[config.mk]
export PLATFORM = sky130hd
export DESIGN_NAME = seg7_byte_controller
export DESIGN_NICKNAME = d
export VERILOG_FILES = /design/src/rtl/seg7_byte_controller.sv
export SDC_FILE = /design/constraint.sdc
export NUM_CORES = 1
export LEC_CHECK = 0
export CAP_MARGIN = 20
export CORE_ASPECT_RATIO = 1.5
export CORE_MARGIN = 1.5
export CORE_UTILIZATION = 57
export DETAILED_ROUTE_END_ITERATION = 8
export HOLD_SLACK_MARGIN = 0.1
export PLACE_DENSITY_LB_ADDON = 0.2
export RECOVER_POWER = 100
export SLEW_MARGIN = 20
export SYNTH_ARGS = -nofsm -noshare
export SYNTH_HDL_FRONTEND = slang
export SYNTH_SLANG_ARGS = --single-unit
[constraint.sdc]
create_clock -name i_Clk -period 3.5 [get_ports i_Clk]
set_input_delay 0.875 -clock i_Clk [delete_from_list [all_inputs] [get_ports i_Clk]]
set_output_delay 0.875 -clock i_Clk [all_outputs]
set_load 0.02 [all_outputs]
[src/rtl/seg7_byte_controller.sv]
// ---------------------------------------------------------------------------
// seg7_byte_controller
// Holds the last UART byte (RX or TX) on a two-digit 7-segment display for
// HOLD_CYCLES clocks, then blanks the display. RX strobes beat TX strobes. A
// TX byte that arrives together with an RX byte is discarded and reported on
// o_Drop.
//
// Optional feature (macro SEG7_BLINK_EN): when the hold time expires, the
// display blinks BLINK_COUNT off/on periods of 2*BLINK_HALF cycles each
// before it blanks. Without the macro the display blanks at once, and
// BLINK_HALF and BLINK_COUNT have no effect.
//
// Ports:
//   i_Clk           clock, rising edge
//   i_Rst           asynchronous active-high reset
//   i_RX_DV/i_RX_Byte  receive strobe and byte
//   i_TX_DV/i_TX_Byte  transmit strobe and byte
//   o_Upper_Nibble  bits 7:4 of the displayed byte
//   o_Lower_Nibble  bits 3:0 of the displayed byte
//   o_Blank         1 = both digits off
//   o_Source        0 = byte came from RX, 1 = byte came from TX
//   o_Drop          one-cycle pulse when a TX byte is discarded
// ---------------------------------------------------------------------------
module seg7_byte_controller #(
   parameter int unsigned HOLD_CYCLES = 25000000,
   parameter int unsigned BLINK_HALF  = 6250000,
   parameter int unsigned BLINK_COUNT = 4
) (
   input  logic       i_Clk,
   input  logic       i_Rst,
   input  logic       i_RX_DV,
   input  logic [7:0] i_RX_Byte,
   input  logic       i_TX_DV,
   input  logic [7:0] i_TX_Byte,
   output logic [3:0] o_Upper_Nibble,
   output logic [3:0] o_Lower_Nibble,
   output logic       o_Blank,
   output logic       o_Source,
   output logic       o_Drop
);

   localparam int unsigned HOLD_W = $clog2(HOLD_CYCLES) + 1;

   localparam logic [1:0] ST_BLANK = 2'd0;
   localparam logic [1:0] ST_SHOW  = 2'd1;
`ifdef SEG7_BLINK_EN
   localparam logic [1:0] ST_BLINK = 2'd2;
   localparam int unsigned HALF_W  = $clog2(BLINK_HALF) + 1;
   localparam int unsigned CNT_W   = $clog2(BLINK_COUNT) + 1;
`endif

   logic [1:0]        r_State,  w_State_Nxt;
   logic [HOLD_W-1:0] r_Hold,   w_Hold_Nxt;
   logic [7:0]        r_Byte,   w_Byte_Nxt;
   logic              r_Blank,  w_Blank_Nxt;
   logic              r_Source, w_Source_Nxt;
   logic              r_Drop,   w_Drop_Nxt;
   logic              w_Capture;
`ifdef SEG7_BLINK_EN
   logic [HALF_W-1:0] r_Half,   w_Half_Nxt;   // cycles left in current half-period
   logic [CNT_W-1:0]  r_Phase,  w_Phase_Nxt;  // half-periods already completed
`else
   // The blink parameters stay in the port list so builds with and without
   // the feature share one instantiation; they are deliberately unused here.
   logic              w_unused_cfg;
   assign w_unused_cfg = ^{BLINK_HALF, BLINK_COUNT};
`endif

   assign w_Capture = i_RX_DV | i_TX_DV;

   // State and output registers
   always_ff @(posedge i_Clk or posedge i_Rst) begin
      if (i_Rst) begin
         r_State  <= ST_BLANK;
         r_Hold   <= '0;
         r_Byte   <= '0;
         r_Blank  <= 1'b1;
         r_Source <= 1'b0;
         r_Drop   <= 1'b0;
`ifdef SEG7_BLINK_EN
         r_Half   <= '0;
         r_Phase  <= '0;
`endif
      end else begin
         r_State  <= w_State_Nxt;
         r_Hold   <= w_Hold_Nxt;
         r_Byte   <= w_Byte_Nxt;
         r_Blank  <= w_Blank_Nxt;
         r_Source <= w_Source_Nxt;
         r_Drop   <= w_Drop_Nxt;
`ifdef SEG7_BLINK_EN
         r_Half   <= w_Half_Nxt;
         r_Phase  <= w_Phase_Nxt;
`endif
      end
   end

   // Next-state and next-output logic
   always_comb begin
      w_State_Nxt  = r_State;
      w_Hold_Nxt   = r_Hold;
      w_Byte_Nxt   = r_Byte;
      w_Blank_Nxt  = r_Blank;
      w_Source_Nxt = r_Source;
      w_Drop_Nxt   = i_RX_DV & i_TX_DV;
`ifdef SEG7_BLINK_EN
      w_Half_Nxt   = r_Half;
      w_Phase_Nxt  = r_Phase;
`endif

      if (w_Capture) begin
         // A capture wins over expiry and aborts any blink in progress
         w_State_Nxt  = ST_SHOW;
         w_Hold_Nxt   = HOLD_W'(HOLD_CYCLES - 1);
         w_Byte_Nxt   = i_RX_DV ? i_RX_Byte : i_TX_Byte;
         w_Source_Nxt = ~i_RX_DV;
         w_Blank_Nxt  = 1'b0;
`ifdef SEG7_BLINK_EN
         w_Half_Nxt   = '0;
         w_Phase_Nxt  = '0;
`endif
      end else begin
         case (r_State)
            ST_BLANK: begin
               w_Blank_Nxt = 1'b1;
            end
            ST_SHOW: begin
               if (r_Hold == '0) begin
                  w_Blank_Nxt = 1'b1;
`ifdef SEG7_BLINK_EN
                  w_State_Nxt = ST_BLINK;
                  w_Half_Nxt  = HALF_W'(BLINK_HALF - 1);
                  w_Phase_Nxt = '0;
`else
                  w_State_Nxt = ST_BLANK;
`endif
               end else begin
                  w_Hold_Nxt = r_Hold - HOLD_W'(1);
               end
            end
`ifdef SEG7_BLINK_EN
            ST_BLINK: begin
               if (r_Half != '0) begin
                  w_Half_Nxt = r_Half - HALF_W'(1);
               end else if (r_Phase == CNT_W'(2 * BLINK_COUNT - 1)) begin
                  // Last half-period done: blank steadily
                  w_State_Nxt = ST_BLANK;
                  w_Blank_Nxt = 1'b1;
                  w_Phase_Nxt = '0;
               end else begin
                  w_Blank_Nxt = ~r_Blank;
                  w_Half_Nxt  = HALF_W'(BLINK_HALF - 1);
                  w_Phase_Nxt = r_Phase + CNT_W'(1);
               end
            end
`endif
            default: begin
               w_State_Nxt = ST_BLANK;
               w_Blank_Nxt = 1'b1;
            end
         endcase
      end
   end

   assign o_Upper_Nibble = r_Byte[7:4];
   assign o_Lower_Nibble = r_Byte[3:0];
   assign o_Blank        = r_Blank;
   assign o_Source       = r_Source;
   assign o_Drop         = r_Drop;

endmodule

Yosys cells after proc, flatten, opt, wreduce, memory -nomap -nowiden
Index checks and enable logic that the tools add are counted.
Storage, ports and cells
  flip-flop bits (word level): 39
  latch bits: 0
  bits in writable memories: 0
  bits in read-only memories: 0
  input port bits: 20
  output and inout bits: 11
  word-level logic and storage cells: 29
  memories: 0
Cells by class
  add/subtract/negate cells: 1
  multipliers: 0
  div/mod/pow operators: 0
  order comparisons: 0
  eq/ne operators: 4
  shifts and indexed selects: 0
  multiplexer cells: 10
  bitwise gates (word level): 3
  reductions and logical operators: 5
Operator list (count)
  $mux 26: 3
  $logic_not 26->1: 1
  $sub 26x1->26 const B: 1
  $mux 8: 1
  $mux 2: 2
  $ne 2x2->1 const B: 2
  $pmux 2 s2: 1
  $reduce_and 2->1: 2
  $mux 1: 3
  $ne 3x3->1 const B: 1
  $eq 2x1->1 const B: 1
  $logic_not 2->1: 1
  $reduce_bool 2->1: 1
  $and 1x1->1: 1
  $not 1->1: 1
  $or 1x1->1: 1

Depth between registers and ports, before layout
  depth after elaboration: 4
  mapped depth: 8
  mapped depth without buffers: 7

Worst setup path before layout
Ideal clock, no wire load.
  path type: register to register
  start point: reg r_Hold[0]
  end point: reg r_Hold[20]
  setup time: 134 ps
  arrival time: 1791 ps
  data required time: 3366 ps
  path slack: 1575 ps
  cell stages (with the launch flop): 9
  buffers on the path: 1
  clock period less this slack: 1925 ps
  path through: dfrtp_1 > inv_1 > ha_1 > nor3b_2 > nand4_2 > buf_2 > nor3_1 > xnor2_1 > nand2_1
Between the ends
  word-level cells in the longest chain between the ends: 4
  elaborated cells on any way between the ends: 7
  those cells by class: add/sub (1); eq/ne (1); mux (3); reduce/logical (2)
Ends and longest elaborated chain
  from (decl): RTL line 53  | logic [HOLD_W-1:0] r_Hold, w_Hold_Nxt;
  from (signal assigned): RTL line 86  | r_Hold <= w_Hold_Nxt;
  $sub 26x1->26: RTL line 138  | w_Hold_Nxt = r_Hold - HOLD_W'(1);
  $mux 26: RTL line 128  | if (r_Hold == '0) begin
  $mux 26: RTL line 123  | case (r_State)
  $mux 26: RTL line 111  | if (w_Capture) begin
Parallel ways exist; a longest one is shown, timed or not. The select of a mux whose other input is x is not followed.
A chain may end at the register's enable or synchronous reset.

Final worst setup path
  start point: reg r_Hold[0]
  end point: reg r_Hold[5]
The elaborated chain is that of the path after synthesis.

==> results.txt <==
Arrival time at the worst endpoint -> 2.79 ns
Vias in the first global route -> 1677
DIE WIDTH -> 51.6 um
Layout cells sized above 1 -> 0.0932
Total power -> 0.855 mW
Layout Cells excl Fill -> 278
Gr ovfl total -> 0
Placement row count -> 26
Clock transition at path regs -> 0.08 ns
Synthesized area -> 0.00202 mm2
Period utilization -> 0.757
Synth cell types -> 43
Synth area leaders -> dfrtp_1, nand2_1, mux2i_1, o21ai_0, xnor2_1
Clock tree from TritonCTS -> done
Post-Synth Simple-Gate Area -> 0.254
Initial antenna violation count -> 0
Max FO, Critical Path -> 18
Final std cell area, no fill -> 0.00242 mm2
Hold buffers post-CTS -> 0
Largest net degree at the start of global routing -> 39
Number of synthesis warnings -> 0
Outcome -> completed
Inst Count DP -> 270
Setup TNS -> 0 ns
Gr usage total -> 0.261
Slew HR -> 0.471
H-tree levels -> 2
Vias per Instance -> 5.99
Measured slew at the worst slew-check pin -> 0.793 ns
Main combinational cell family by area after synthesis -> simple AND/OR/NAND/NOR gates
Comb pwr share -> 0.104
#FFs+latches synth -> 38
Xor and xnor area share after synthesis -> 0.0695
Final period demand of the worst path -> 2.65 ns
Number of I/O pins -> 31
Layout fillers -> 265
Initial core utilization -> 0.596
Area post-placement -> 0.00236 mm2
Via count of the routed design -> 1664
Final GP Congestion -> 0.799
Synth Area in Adders -> 0.00621
Num CTS Buffers -> 5
I/O Buffers -> 30
Max cap viols -> 0
CP required -> 3.64 ns
Clock Sinks -> 38
Final setup fails -> 0
Synth area leader -> dfrtp_1
Sw frac -> 0.235
Routed wire length -> 4470 um
Nets -> 256
R2r startpoint -> r_Hold[0]
Area Overhead vs Synth -> 20.3%
Mux cell area share after synthesis -> 0.0447
Post-synth EDFFs -> 0
Top cell type's share of synthesized area -> 0.459
Power per standard cell area -> 352 mW/mm2
Top FF cell, synth -> dfrtp_1
Residual DRC -> 0
Crit. Startpoint -> r_Hold[0]
Max Clk Rate -> 0.377 GHz
Internal power -> 0.654 mW
Pleak -> 0.899 nW
Compound-Gate Fraction of Synth Area -> 0.132
Net Sw Power -> 0.201 mW
Commonest cells after routing, fill and taps aside -> dfrtp_1, nand2_1, o21ai_0, clkdlybuf4s50_1, nor2_1
Hold path start -> o_Blank
Syn Inst Count -> 202
Commonest non-fill, non-tap cell in the layout -> dfrtp_1
DR WL/cell -> 16.1 um
Initial drt markers -> 86
Min-delay worst type -> reg2reg
Area of the multi-input gates -> 996 um2
Synth Net Count -> 223
Hpwl dp -> 3250 um
Area of the core -> 0.00338 mm2
Routed Antenna Nets -> 0
RSZ-0062 raised after global routing -> false
Clock Latency Late Sink -> 0.29 ns
Chip height -> 75.8 um
Sequential element share of the synthesized area -> 0.472
Startpoint type of the worst setup path -> register
Type of the worst setup path -> reg2reg
Clock root buffer -> clkbuf_8
Clock Power Share -> 0.362
Full die area -> 0.00391 mm2
Async set-reset flop share out of synthesis -> 1.00
Final hold viol count -> 0
CTS max path bufs -> 2
Setup Skew -> 0.00955 ns
CP Capture Type -> register
Max VDD drop -> 297 uV
N_diodes -> 0
Initial DRT Pass Iterations -> 4
Cts repair resizes -> 0
Register area -> 952 um2
First-pass GRT wire length -> 7470 um
Final Max Tran Viols -> 0
Synth Area per Inst -> 9.98 um2
Postcts setup bufs -> 0
Sequential power share -> 0.534
==> registers in the layout, indices dropped and copies added (netlist names) <==
register	cells
o_Blank	1
r_Hold	26
r_Byte	8
o_Drop	1
r_State	1
o_Source	1
==> layer usage <==
metal	global-route usage	part of all wire
met3	0.0588	0.043
met4	0.152	0.033
met2	0.474	0.57
met1	0.272	0.36
met5	0	0
==> worst paths after layout <==
| kind | depth (start not counted) | slack, ns | to |
|---|---|---|---|
| min in group asynchronous | 3 | 1.14 | o_Drop |
| max in group asynchronous | 3 | 2.00 | o_Blank |
| worst min register to register | 2 | 0.51 | o_Blank |
| worst max-delay path | 7 | 0.85 | r_Hold[5] |
| worst min-delay path | 2 | 0.51 | o_Blank |
| worst max register to register | 7 | 0.85 | r_Hold[5] |
==> worst max-delay path, cell delays in order (launching register included) <==
cell and delay (ns):
dfrtp_1 0.43, inv_1 0.11, ha_1 0.19, nor3b_2 0.28, nand4_1 0.59, o211ai_1 0.64
xor2_1 0.18, nand2_1 0.07
==> layout make-up <==
type                    instances  share of cell area
clock buffers                   8              0.0372
inverters                       4             0.00619
multi-input cells             153               0.411
flip-flops and latches         38               0.393
well taps                      42              0.0217
repair buffers                 33               0.132
==> power by group through the flow <==
stage	Clock (mW)	Sequential, mW	Combinational [mW]
after floorplan	0	0.477	0.0306
after global placement	0	0.465	0.0916
after detailed placement	0	0.465	0.0943
after CTS	0.315	0.457	0.0950
after global routing	0.335	0.458	0.0981
final	0.310	0.456	0.0887
==> synthesized netlist by cell type (3+ instances only) <==
library cell and number:
or3_1 8, nor2_1 15, xnor2_1 8, inv_1 4, a2111oi_1 3, nand2_1 26
xor2_1 8, nor4_1 4, clkbuf_1 5, dfrtp_1 37, o21ai_0 17, a21oi_1 5
nor3_1 8, nand3_1 5, mux2i_1 9, nor3_2 3, o211ai_1 5
==> metrics by stage <==
step	worst slack [ns]	util	hold slack (ns)
floorplan	1.58	-	0.516
global placement	1.16	0.699	0.494
global route	0.614	0.717	0.540
finish	0.849	0.717	0.506
detailed placement	1.11	0.699	0.505
CTS	1.12	0.725	0.515
==> cell families after synthesis <==
kind of cell | Yosys count
compound gates | 39
xor+xnor | 16
fa+ha+maj | 1
buf+inv | 11
flops | 38
mux | 9
simple gates | 88
No activity file was read; power rests on OpenSTA's default activity.
